<file path="src/rtl/inst_fetch_unit.sv">
// rtl/inst_fetch_unit.sv - instruction fetch: one bus read per PC, registered output with one-entry skid buffer
module inst_fetch_unit #(
    parameter int WORD_WIDTH = 32,
    parameter int W          = WORD_WIDTH
) (
    input  logic         clk,
    input  logic         rst,
    input  logic [W-1:0] pc,
    input  logic         flush,
    input  logic         id_stall,
    output logic         if_stall,
    output logic         mem_req,
    output logic [W-1:0] mem_addr,
    input  logic         mem_ack,
    input  logic [W-1:0] mem_rdata,
    output logic         inst_valid,
    output logic [W-1:0] inst,
    output logic [W-1:0] inst_pc,
    output logic         inst_misalign
);

    localparam logic [W-1:0] ZERO_WORD = '0;

    typedef enum logic [1:0] {
        S_IDLE = 2'd0,
        S_WAIT = 2'd1,
        S_HOLD = 2'd2,
        S_DROP = 2'd3
    } state_t;

    state_t state, state_nxt;

    logic [W-1:0] skid_data;
    logic [W-1:0] skid_pc;

    logic ack;
    logic misaligned;
    logic load_ok;
    logic pc_advance;
    logic issue;
    logic req_clr;
    logic load_fetch;
    logic load_mis;
    logic load_skid;
    logic skid_wr;

    // An ack outside a live request is stray and must never be acted on.
    assign ack        = mem_ack && mem_req;
    assign misaligned = (pc[1:0] != 2'b00);
    assign load_ok    = !id_stall || !inst_valid;

    always_ff @(posedge clk) begin
        if (rst) begin
            state <= S_IDLE;
        end else begin
            state <= state_nxt;
        end
    end

    always_comb begin
        state_nxt = state;
        case (state)
            S_IDLE: begin
                if (!flush && !misaligned) state_nxt = S_WAIT;
            end
            S_WAIT: begin
                if (flush) begin
                    state_nxt = ack ? S_IDLE : S_DROP;
                end else if (ack) begin
                    state_nxt = load_ok ? S_IDLE : S_HOLD;
                end
            end
            S_HOLD: begin
                if (flush || !id_stall) state_nxt = S_IDLE;
            end
            S_DROP: begin
                if (ack) state_nxt = S_IDLE;
            end
            default: state_nxt = S_IDLE;
        endcase
    end

    always_comb begin
        pc_advance = 1'b0;
        issue      = 1'b0;
        req_clr    = 1'b0;
        load_fetch = 1'b0;
        load_mis   = 1'b0;
        load_skid  = 1'b0;
        skid_wr    = 1'b0;
        case (state)
            S_IDLE: begin
                if (!flush && misaligned && load_ok) begin
                    pc_advance = 1'b1;
                    load_mis   = 1'b1;
                end
                issue = !flush && !misaligned;
            end
            S_WAIT: begin
                req_clr = ack;
                if (ack && !flush) begin
                    pc_advance = 1'b1;
                    load_fetch = load_ok;
                    skid_wr    = !load_ok;
                end
            end
            S_HOLD: begin
                load_skid = !flush && !id_stall;
            end
            S_DROP: begin
                req_clr = ack;
            end
            default: ;
        endcase
    end

    // A flush must let the PC take its branch target regardless of fetch state.
    assign if_stall = flush ? 1'b0 : !pc_advance;

    always_ff @(posedge clk) begin
        if (rst) begin
            mem_req  <= 1'b0;
            mem_addr <= ZERO_WORD;
        end else if (issue) begin
            mem_req  <= 1'b1;
            mem_addr <= pc;
        end else if (req_clr) begin
            mem_req  <= 1'b0;
        end
    end

    always_ff @(posedge clk) begin
        if (rst) begin
            skid_data <= ZERO_WORD;
            skid_pc   <= ZERO_WORD;
        end else if (skid_wr) begin
            skid_data <= mem_rdata;
            skid_pc   <= mem_addr;
        end else if (state == S_HOLD && (flush || !id_stall)) begin
            skid_data <= ZERO_WORD;
            skid_pc   <= ZERO_WORD;
        end
    end

    // An invalid output slot always reads as a NOP at address zero.
    always_ff @(posedge clk) begin
        if (rst || flush) begin
            inst_valid    <= 1'b0;
            inst          <= ZERO_WORD;
            inst_pc       <= ZERO_WORD;
            inst_misalign <= 1'b0;
        end else if (load_fetch) begin
            inst_valid    <= 1'b1;
            inst          <= mem_rdata;
            inst_pc       <= mem_addr;
            inst_misalign <= 1'b0;
        end else if (load_mis) begin
            inst_valid    <= 1'b1;
            inst          <= ZERO_WORD;
            inst_pc       <= pc;
            inst_misalign <= 1'b1;
        end else if (load_skid) begin
            inst_valid    <= 1'b1;
            inst          <= skid_data;
            inst_pc       <= skid_pc;
            inst_misalign <= 1'b0;
        end else if (!id_stall) begin
            inst_valid    <= 1'b0;
            inst          <= ZERO_WORD;
            inst_pc       <= ZERO_WORD;
            inst_misalign <= 1'b0;
        end
    end

endmodule

</file>
<file path="config.mk">
export PLATFORM = sky130hd
export DESIGN_NAME = inst_fetch_unit
export DESIGN_NICKNAME = d
export VERILOG_FILES = /design/src/rtl/inst_fetch_unit.sv
export SDC_FILE = /design/constraint.sdc
export NUM_CORES = 1
export LEC_CHECK = 0
export ABC_AREA = 1
export BUFFER_PORTS_ARGS = -buffer_cell sky130_fd_sc_hd__buf_4
export CAP_MARGIN = 10
export CORE_MARGIN = 2
export CORE_UTILIZATION = 48
export DETAILED_ROUTE_END_ITERATION = 8
export PLACE_DENSITY = 0.73
export SYNTH_ARGS = -nofsm -noshare
export SYNTH_HDL_FRONTEND = slang
export SYNTH_SLANG_ARGS = --single-unit
</file>
<file path="constraint.sdc">
create_clock -name clk -period 4.06 [get_ports clk]
set_input_delay 0 -clock clk [delete_from_list [all_inputs] [get_ports clk]]
set_output_delay 0 -clock clk [all_outputs]
set_load 0.03 [all_outputs]
</file>
* After elaboration in Yosys (flattened, before gate mapping) *
Cells that the tools add are included.

operators by class
  reductions and logical operators = 23
  shifts and indexed selects = 0
  multipliers = 0
  bitwise operators = 0
  $add $sub $neg = 0
  multiplexer cells = 38
  $lt $le $gt $ge = 0
  equal/unequal tests = 9
  div/mod/pow operators = 0

operator list
  operator                                                                  count
  32-bit 2-to-1 mux                                                         10
  1-bit 2-to-1 mux                                                          19
  2-bit 2-to-1 mux                                                          7
  2-bit case mux with 4 select lines                                        1
  1-bit logical AND                                                         7
  1-bit logical NOT                                                         6
  2-bit inequality test (second input constant)                             3
  2-bit nonzero test                                                        3
  2-bit equality test (second input constant)                               2
  4-bit by 1-bit inequality test with 1-bit output (second input constant)  1
  4-bit AND reduction                                                       1
  2-bit OR reduction                                                        2
  1-bit logical OR                                                          3
  3-bit by 1-bit inequality test with 1-bit output (second input constant)  1
  3-bit inequality test (second input constant)                             1
  2-bit by 1-bit equality test with 1-bit output (second input constant)    1
  2-bit logical NOT                                                         1
  1-bit case mux with 2 select lines                                        1

storage, ports and cells
  RAM bits = 0
  output and inout port bits = 100
  word-level logic and storage cells = 79
  memories kept = 0
  latch bits = 0
  ROM bits = 0
  register bits = 165

* Depth between registers and ports, before layout *
Gate-level depths: netlist (run 1).

  depth after elaboration = 7
  depth in mapped cells = 11
  depth with buffers taken out = 9

* Worst setup path after synthesis (run 1) *
OpenSTA, ideal clock, no wires.

  kind = register to register
  start = register inst_valid
  end = register inst[23]
  buffers on the path = 1
  stages on the path, launching flop included = 11
  arrival = 1499 ps
  slack = 2449 ps
  period minus slack after synthesis = 1611 ps
  data required time = 3947 ps
  cells stage by stage = dfxtp_1 -> nand2_2 -> nand2_2 -> inv_2 -> nand2_2 -> nand2_2 -> nor2_4 -> buf_4 -> nand2_1 -> nand2_1 -> nor2_1

between the ends
  word-level cells in the longest chain between the ends = 7
  elaborated cells on any way between the ends = 10

RTL lines
  what                      RTL line  RTL
  start: declaration        16        output logic inst_valid,
  start signal: assignment  148       inst_valid <= 1'b0;
  start signal: assignment  153       inst_valid <= 1'b1;
  start signal: assignment  158       inst_valid <= 1'b1;
  1-bit logical NOT *       50        assign load_ok = !id_stall || !inst_valid;
  1-bit logical OR *        50
  1-bit logical AND         93        if (!flush && misaligned && load_ok) begin
  1-bit 2-to-1 mux          93
  1-bit 2-to-1 mux          91        case (state)
  32-bit 2-to-1 mux         157       end else if (load_mis) begin
  32-bit 2-to-1 mux         152       end else if (load_fetch) begin
  end signal: assignment    154       inst <= mem_rdata;
  end signal: assignment    164       inst <= skid_data;
  end: declaration          17        output logic [W-1:0] inst,

Mark *: on every way between the ends. The rest lies on a longest branch, timed or not.
A chain may end at the register's enable or synchronous reset.

* Worst setup path in the final report (run 1) *
  start = register inst_valid
  end = register inst_pc[11]

between the ends
  word-level cells in the longest chain between the ends = 7
  elaborated cells on any way between the ends = 10

RTL lines
  what                    RTL line  RTL
  1-bit logical NOT *     50
  1-bit logical OR *      50
  1-bit logical AND       93
  1-bit 2-to-1 mux        93
  1-bit 2-to-1 mux        91
  32-bit 2-to-1 mux       157
  32-bit 2-to-1 mux       152
  end signal: assignment  155       inst_pc <= mem_addr;
  end signal: assignment  160       inst_pc <= pc;
  end signal: assignment  165       inst_pc <= skid_pc;
  end: declaration        18        output logic [W-1:0] inst_pc,

Marks and branches as above.

==> results of run 1 <==
## power by group through the flow
stage	sequential [mW]	clock, mW	combinational [mW]
2_1_floorplan	1.91	0	0.454
3_3_place_gp	1.79	0	0.877
3_5_place_dp	1.79	0	0.881
4_1_cts	1.75	1.70	0.937
5_1_grt	1.76	1.77	1.03
6_report	1.76	1.67	0.941
## cells by family (layout without fill, tap and decap cells)
| logic type | count (synthesis) | count (layout) | synth area share, % |
|---|---|---|---|
| and+or+nand+nor | 593 | 593 | 33.2 |
| AOI/OAI and AO/OA | 162 | 162 | 11.6 |
| DFF | 165 | 165 | 46.7 |
| buffers and inverters | 144 | 353 | 8.57 |
## cell usage after synthesis
| cell type | n | area, um2 |
|---|---|---|
| nand2_2 | 4 | 25.0 |
| inv_1 | 73 | 274 |
| nand3_1 | 70 | 350 |
| dfxtp_1 | 165 | 3300 |
| o21ai_0 | 33 | 165 |
| a21oi_1 | 127 | 636 |
| a31oi_1 | 1 | 6.26 |
| clkinv_1 | 1 | 3.75 |
| clkbuf_1 | 28 | 105 |
| nand2_1 | 370 | 1390 |
| nor3_1 | 2 | 10.0 |
| nor2_4 | 1 | 11.3 |
| nand4_1 | 1 | 6.26 |
| inv_2 | 3 | 11.3 |
| nor2_1 | 144 | 541 |
| nor3_4 | 1 | 16.3 |
| buf_2 | 26 | 130 |
| buf_1 | 4 | 15.0 |
| buf_4 | 9 | 67.6 |
| a22oi_2 | 1 | 12.5 |
## worst paths after layout
check             depth (start not counted)  slack, ns           from            end
setup reg to reg                          8       1.63     inst_valid    inst_pc[11]
hold / removal                            5       0.02          pc[0]     inst_pc[0]
setup / recovery                          8       1.63     inst_valid    inst_pc[11]
hold reg to reg                           2       0.46  skid_data[22]  skid_data[22]
## what timing repair did
item                                   in CTS  in global routing
hold buffers                               65                  0
gates resized for setup                     0                  0
endpoints found under the hold margin     127                  0
## flip-flops by register name (all words and copies together), names as in the netlist
signal	cells
inst_pc	32
inst	32
inst_valid	1
mem_req	1
mem_addr	32
skid_pc	32
skid_data	32
state	2
inst_misalign	1
## final cells by class
type / count / area (um2) / area share (%)
Tap cell: 184 / 230 / 2.39
Inverter: 77 / 289 / 3.00
Clock buffer: 20 / 467 / 4.85
Sequential cell: 165 / 3300 / 34.3
Timing Repair Buffer: 244 / 2010 / 20.8
Multi-Input combinational cell: 755 / 3180 / 33.0
Clock inverter: 12 / 153 / 1.58
## worst max-delay path, stage by stage, from the launching register on
cell     delay [ns]
dfxtp_1        0.34
nand2_2        0.10
nand2_2        0.11
inv_2          0.28
nand2_2        0.19
nand2_2        0.08
inv_1          0.83
nand3_1        0.17
a21oi_1        0.21
## per-layer routing
metal,share of wire (%),wire length (um)
met3,6.7,1360
met4,1.9,392
met1,45,9030
met2,47,9440
met5,0,0
## through the flow
step / setup slack [ns] / area [um2] / cells / util, % / hold slack [ns]
after floorplan: 2.45 / 7080 / 1064 / - / 0.148
after global placement: 1.71 / 8360 / 1360 / 57.8 / 0.280
after detailed placement: 1.58 / 8360 / 1360 / 57.8 / 0.280
after CTS: 1.64 / 9630 / 1457 / 66.5 / 0.00251
after global routing: 1.47 / 9630 / 1457 / 66.5 / 0.0507
final: 1.63 / 9630 / 1457 / 66.5 / 0.0160
==> run metrics, run 1 <==
run status completed; cell count after synthesis 1064; Clock Tree Buf Depth 2; crit start category register; final wirelength 20200 um; flops & latches, synth approximately 170; RSZ-0062 raised after global routing no; peak supply drop 0.301 mV; Nets 1329; Comb power frac between 20% and 30%; Sequential Power Share 40.2%; Clock Skew 0.00749 ns; root buffer cell clkbuf_16; pin count of the biggest net entering global routing 70; row count 44; Max Clk Rate 412 MHz; crit path max fanout 35; H-tree depth 4; Syn Area/Cell 6.65 um2; most frequent cells in the layout nand2_1 (370), buf_4 (178), dfxtp_1 (165); Crit Path Category reg -> reg; Routed wire per std cell 13.9 um; syn nets about 1100; commonest non-fill, non-tap cell in the layout nand2_1; MaxCap Viol Count 0; library cells used by synthesis 20; area of the mapped netlist 7080 um2; Avg Vias per Cell 5.02; GRT Total Usage 25.6%; DRC errors left 0; routing usage on met3 5.22%; Pwr Density 454 nW/um2; Switch Pwr 1.34 mW; Power Total 4.37 mW; share of layout cells above drive strength 1 17.8%; RePlAce Congestion 0.855; I/O Buffers approximately 170; gr ovfl total 0; global routing's busiest layer met2; Tcrit/Tclk final 59.8%; met2 Use GR 40.8%; number of global-route vias before repair 6588; I/O pin cnt about 170; Die H 125 um; Cell Int Power 3.03 mW; DR iter-0 viols 572; Core ar. ~14000 um2; clock period minus worst slack 2.43 ns; setup violators final 0; Final ANT Viol Nets 0; DRT Pass-1 Iters 5; Static Leak 4.15 nW; crit path DAT between 2 and 3 ns; Sinks on Clock Net 165; Yosys warnings 0; Initial Util 48.9%; Diodes inserted 0; Slew Viols, Final 0; dpl hpwl 11600 um; # fillers 1272; Area Growth Syn to Fin 36.1%; Clock Latency Late Sink 0.43 ns; Final Hold Vio Count 0; met1 usage 34.1%; HP Class in -> reg; switching part of the total between 30 and 40%; vias after detailed routing around 7300; Required @ worst endpoint around 4.4 ns; Max-slew headroom 22.0%; TritonCTS Buffers 17; CP Capture Type register; post-synthesis sequential area ratio 46.7%; initial antenna violation count 0; first-pass GRT wire length 32900 um; Least-Margin Pin Slew approximately 1.2 ns; clock power share between 30% and 40%; setup TNS 0 ns; clk slew on worst S/H paths 0.06 ns; DIE WIDTH 125 um; CTS tree built; Post-CTS Setup Bufs 0; DIE AREA 15700 um2
No activity file was read; power rests on OpenSTA's default activity.
==> run 2, diff against run 1 <==
==> constraint.sdc (replaced) <==
create_clock -name clk -period 2.5 [get_ports clk]
set_input_delay 0 -clock clk [delete_from_list [all_inputs] [get_ports clk]]
set_output_delay 0 -clock clk [all_outputs]
set_load 0.03 [all_outputs]
==> run 2 against run 1 <==
Net effect: first-iteration DRC count shrank 1.9%; final area barely moved; sequential share of layout area is essentially flat; register-to-register slack lost 1.3 ns; highest routed layer unchanged; maximum frequency is 13% higher; critical endpoint is now inst_pc[1]; combinational power grew 65%; clock power increased by 59%; sequential power is 62% higher; critical path type unchanged.
==> run metrics, run 2 (same netlist as run 1, synthesis figures left out) <==
HP Class in -> reg (unchanged); Max-slew headroom 26.1% (was 22.0%); first-pass GRT wire length 33200 um (was 32900 um); Required @ worst endpoint 2.81 ns (was 4.38 ns); gr ovfl total 0 (unchanged); pin count of the biggest net entering global routing 49 (was 70); setup violators final 0 (unchanged); H-tree depth 4 (unchanged); Final Hold Vio Count 0 (unchanged); Area Growth Syn to Fin 36.2% (was 36.1%); RSZ-0062 raised after global routing no (unchanged); TritonCTS Buffers 17 (unchanged); Clock Skew 0.00761 ns (was 0.00749 ns); DRT Pass-1 Iters 5 (unchanged); CTS tree built (unchanged); # fillers 1275 (was 1272); Reg area 3300 um2 (unchanged); initial antenna violation count 0 (unchanged); Crit Path Category reg -> reg (unchanged); Routed wire per std cell 13.8 um (was 13.9 um); peak supply drop 0.595 mV (was 0.301 mV); DRC errors left 0 (unchanged); I/O pin cnt 169 (unchanged); CP Capture Type register (unchanged); hold-critical path depth 5 (unchanged); clock period minus worst slack 2.16 ns (was 2.43 ns); crit-path cells nor2_1, nand2_1, inv_2, nor2_2, buf_4, nand3_1, a21oi_1 (was nand2_2, nand2_2, inv_2, nand2_2, nand2_2, inv_1, nand3_1, a21oi_1); CP peak stage delay 0.50 ns (was 0.83 ns); GRT Total Usage 25.5% (was 25.6%); CP max-delay cell nor2_2 (was inv_1); Max Clk Rate 464 MHz (was 412 MHz); root buffer cell clkbuf_16 (unchanged); most frequent cells in the layout nand2_1 (370), buf_4 (183), dfxtp_1 (165) (was nand2_1 (370), buf_4 (178), dfxtp_1 (165)); row count 44 (unchanged); commonest non-fill, non-tap cell in the layout nand2_1 (unchanged); Core ar. 14500 um2 (unchanged); Slew Viols, Final 0 (unchanged); clk slew on worst S/H paths 0.06 ns (about the same); Final ANT Viol Nets 0 (unchanged); Sinks on Clock Net 165 (unchanged); R2R depth 7 (was 8); Diodes inserted 0 (unchanged); final wirelength 20200 um (about the same); setup TNS 0 ns (unchanged); DIE WIDTH 125 um (unchanged); Clock Latency Late Sink 0.42 ns (was 0.43 ns); Pwr Density 732 nW/um2 (was 454 nW/um2); crit start category register (unchanged); dpl hpwl 11900 um (was 11600 um); RePlAce Congestion 0.860 (was 0.855); DR iter-0 viols 561 (was 572); Least-Margin Pin Slew 1.11 ns (was 1.16 ns); MaxCap Viol Count 0 (unchanged); share of layout cells above drive strength 1 17.9% (was 17.8%); multi-input logic area 3190 um2 (was 3180 um2); number of global-route vias before repair 6718 (was 6588); I/O Buffers 168 (unchanged); Nets 1334 (was 1329); Tcrit/Tclk final 86.2% (was 59.8%); Avg Vias per Cell 5.00 (was 5.02); vias after detailed routing 7309 (was 7314); crit path max fanout 23 (was 35); setup ws final 0.344 ns (was 1.63 ns); run status completed (unchanged); Clock Tree Buf Depth 2 (unchanged); cts repair resizes 0 (unchanged); crit path DAT 2.46 ns (was 2.74 ns); DIE AREA 15700 um2 (unchanged); Die H 125 um (unchanged); pre-CTS WS 0.208 ns (was 1.58 ns); Static Leak 4.16 nW (was 4.15 nW); Initial Util 48.9% (unchanged)
==> run 2: cell count changes in the layout (fill, tap and decap cells not counted), sizes merged <==
cell | before | now
buf | 179 | 184
clkbuf | 20 | 23
clkinv | 9 | 6
dlygate4sd3 | 65 | 64
nor2 | 145 | 146
==> run 2: metal layers <==
metal  vias to the layer above  share of wire (%)  global-route usage, %
met5                         -                  0                      0
met3                        24                7.0                   5.09
met2                       271                 45                   39.8
li1                       3724                  -                      -
met4                         0                1.4                   8.76
met1                      3290                 46                   35.5
==> run 2: what timing repair did <==
action / in CTS / in global routing
endpoints found under the hold margin: 128 / 0
hold buffers: 64 / 0
setup buffers: 0 / 0
endpoints found under the setup margin: 0 / 3
==> run 2: path summary, 6_finish.rpt <==
kind / from / endpoint / slack [ns]
setup / recovery: state[0] / inst_pc[1] / 0.34
hold / removal: pc[0] / inst_pc[0] / 0.02
setup reg to reg: state[0] / inst_pc[1] / 0.34
hold reg to reg: skid_pc[22] / skid_pc[22] / 0.46
==> run 2: worst max-delay path, delay by kind of cell (launching register included) <==
family,cells,cell delay [ns]
flops,1,0.43
simple gates,4,0.83
compound gates,1,0.20
buf+inv,2,0.58
==> run 2: area by class of cell <==
type,instances,area share (%)
Clock buffer,23,4.85
Multi-Input combinational cell,756,33.1
Timing Repair Buffer,248,21.1
Tap cell,184,2.39
Clock inverter,9,1.31
Sequential cell,165,34.3
Inverter,77,3.00
==> run 2: where the power goes <==
| part | internal, mW | leakage [nW] | switching, mW |
|---|---|---|---|
| logic | 0.519 | 2.53 | 1.03 |
| clock network | 1.62 | 0.291 | 1.04 |
| registers | 2.76 | 1.34 | 0.0916 |
| total | 4.89 | 4.16 | 2.16 |
==> run 2: per-stage QoR <==
stage / hold slack (ns) / power [mW] / std cells / instance area [um2] / util, %
final: 0.0201 / 7.05 / 1462 / 9640 / 66.6
after global routing: 0.0589 / 7.37 / 1462 / 9640 / 66.6
after CTS: 0.00605 / 7.06 / 1461 / 9630 / 66.5
after detailed placement: 0.279 / 4.34 / 1365 / 8400 / 58.0
after global placement: 0.278 / 4.33 / 1365 / 8400 / 58.0
after floorplan: 0.148 / 3.85 / 1064 / 7080 / -
==> run 3, diff against run 2 <==
==> constraint.sdc (replaced) <==
create_clock -name clk -period 2.1 [get_ports clk]
set_input_delay 0 -clock clk [delete_from_list [all_inputs] [get_ports clk]]
set_output_delay 0 -clock clk [all_outputs]
set_load 0.03 [all_outputs]
==> run 3 against run 2 <==
Net effect: count of clock-buffer cells in the layout increased by 2; sequential share of layout area decreased by 0.28 points; flip-flop and latch count unchanged; die area unchanged; clock skew decreased by 0.0017 ns; first-iteration DRC count increased by 5.2%; largest power group unchanged; hold slack improved by 0.37 ns; non-clock buffer count increased by 12; final cell count increased by 0.62%; critical path type is now in -> reg; final area increased by 0.83%; register-to-register slack got worse by 0.07 ns; setup slack got worse by 0.091 ns; largest cell class unchanged.
==> run metrics, run 3 (same netlist as run 1, synthesis figures left out) <==
run status completed (unchanged); GRT Total Usage 25.6% (was 25.5%); flop2flop setup slack 0.27 ns (was 0.34 ns); peak supply drop 0.648 mV (was 0.595 mV); CP Capture Type register (unchanged); Max-slew headroom 28.6% (was 26.1%); Static Leak 4.20 nW (was 4.16 nW); root buffer cell clkbuf_16 (unchanged); min-delay src mem_rdata[26] (was pc[0]); Pwr Density 852 nW/um2 (was 732 nW/um2); Avg Vias per Cell 4.97 (was 5.00); gr ovfl total 0 (unchanged); crit start category primary input (was register); pin count of the biggest net entering global routing 65 (was 49); I/O pin cnt 169 (unchanged); crit path DAT 2.21 ns (was 2.46 ns); initial antenna violation count 0 (unchanged); Final ANT Viol Nets 0 (unchanged); DIE WIDTH 125 um (unchanged); Crit Path Category in -> reg (was reg -> reg); Clock Latency Late Sink 0.43 ns (was 0.42 ns); share of layout cells above drive strength 1 18.0% (was 17.9%); setup ws final 0.254 ns (was 0.344 ns); I/O Buffers 168 (unchanged); setup violators final 0 (unchanged); Max Clk Rate 542 MHz; hold-critical path depth 4 (was 5); final cell count without fillers 1471 (was 1462); # fillers 1322 (was 1275); Die H 125 um (unchanged); multi-input logic area 3190 um2 (about the same); clk slew on worst S/H paths 0.06 ns (about the same); most frequent cells in the layout nand2_1 (370), buf_4 (189), dfxtp_1 (165) (was nand2_1 (370), buf_4 (183), dfxtp_1 (165)); dpl hpwl 11800 um (was 11900 um); Final Hold Vio Count 0 (unchanged); Clock Skew 0.00595 ns (was 0.00761 ns); vias after detailed routing 7316 (was 7309); Core ar. 14500 um2 (unchanged); CP max-delay cell dlygate4sd3_1 (was nor2_2); crit path max fanout 23 (unchanged); placed cell count 1373 (was 1365); R2R Path End inst_pc[12] (was inst_pc[1]); Reg area 3300 um2 (unchanged); DIE AREA 15700 um2 (unchanged); DRC errors left 0 (unchanged); CTS tree built (unchanged); DRT Pass-1 Iters 5 (unchanged); crit-path cells dlygate4sd3_1, buf_4, inv_2, nand2_2, buf_4, inv_2, nand2_2, nand2_2, inv_1, buf_4, nand3_1, a21oi_1 (was nor2_1, nand2_1, inv_2, nor2_2, buf_4, nand3_1, a21oi_1); Clock Tree Buf Depth 2 (unchanged); Diodes inserted 0 (unchanged); clock period minus worst slack 1.85 ns; HP Class in -> reg (unchanged); TritonCTS Buffers 17 (unchanged); hold endpoint skid_data[26] (was inst_pc[0]); Tcrit/Tclk final between 80% and 90%; DR iter-0 viols 590 (was 561); Least-Margin Pin Slew 1.07 ns (was 1.11 ns); Nets 1345 (was 1334); Routed wire per std cell 13.9 um (was 13.8 um); Sinks on Clock Net 165 (unchanged); H-tree depth 4 (unchanged); CP peak stage delay 0.55 ns (was 0.50 ns); Area Growth Syn to Fin 37.3% (was 36.2%); RSZ-0062 raised after global routing no (unchanged); first-pass GRT wire length 33000 um (was 33200 um); MaxCap Viol Count 0 (unchanged); pre-CTS WS -0.0130 ns (was 0.208 ns); Required @ worst endpoint 2.46 ns (was 2.81 ns); R2R depth 10 (was 7); commonest non-fill, non-tap cell in the layout nand2_1 (unchanged); RePlAce Congestion 0.799 (was 0.860); row count 44 (unchanged); final wirelength 20400 um (was 20200 um); Slew Viols, Final 0 (unchanged); Initial Util 48.9% (unchanged); Critical R2R Launch inst_valid (was state[0]); number of global-route vias before repair 6720 (was 6718)
run 3: cell types whose count changed in the layout (fill, tap and decap cells not counted), sizes merged:
cell         change
nor2             -1
clkinvlp         -1
clkbuf           +2
bufinv           -1
clkinv           -2
dlygate4sd3      +4
buf              +8
run 3: critical path, delay by kind of cell:
family | cells | cell delay (ns)
buf+inv | 7 | 1.65
simple gates | 4 | 0.39
compound gates | 1 | 0.15
run 3: what timing repair did:
| item | CTS | global route |
|---|---|---|
| setup buffers | 0 | 0 |
| endpoints found under the setup margin | 9 | 0 |
| hold buffers | 68 | 0 |
| endpoints found under the hold margin | 131 | 0 |
| gates resized for setup | 1 | 0 |
run 3: per-stage QoR:
stage / power (mW) / TNS [ns] / cell area [um2] / hold slack [ns] / utilization (%)
finish: 8.28 / 0 / 9720 / 0.395 / 67.1
global route: 8.64 / 0 / 9720 / 0.401 / 67.1
CTS: 8.31 / 0 / 9720 / 0.378 / 67.1
detailed placement: 5.23 / -0.0156 / 8480 / 0.278 / 58.6
global placement: 5.22 / 0 / 8480 / 0.277 / 58.6
floorplan: 4.58 / 0 / 7080 / 0.148 / -
run 3: final cells by class:
type                    instances  area share, %
flip-flops and latches        165           34.0
multi-input cells             755           32.8
repair buffers                260           22.2
clock buffers                  25           4.89
inverters                      77           2.97
well taps                     184           2.37
clock inverters                 5          0.772
run 3: layer usage:
| layer | vias to the layer above | part of all wire (%) | global-route usage, % |
|---|---|---|---|
| met5 | - | 0 | 0 |
| met4 | 0 | 1.7 | 8.82 |
| met3 | 30 | 7.2 | 6.76 |
| li1 | 3743 | - | - |
| met1 | 3277 | 44 | 33.3 |
| met2 | 266 | 47 | 41.1 |
run 3: worst max path at each step:
stage                from           to  slack, ns  depth (start not counted)
3_3_place_gp     state[0]   inst_pc[9]       0.04                          7
4_1_cts        inst_valid  inst_pc[18]       0.28                         10
2_1_floorplan  inst_valid     inst[23]       0.49                         10
5_1_grt             flush  inst_pc[14]       0.09                         12
3_5_place_dp     state[0]   inst_pc[2]      -0.01                          7
6_report            flush  inst_pc[12]       0.25                         12
run 3: power breakdown:
part           total, mW  switching [mW]  internal [mW]
Sequential          3.39           0.109           3.28
Clock               2.98            1.19           1.79
Combinational       1.91            1.23          0.674
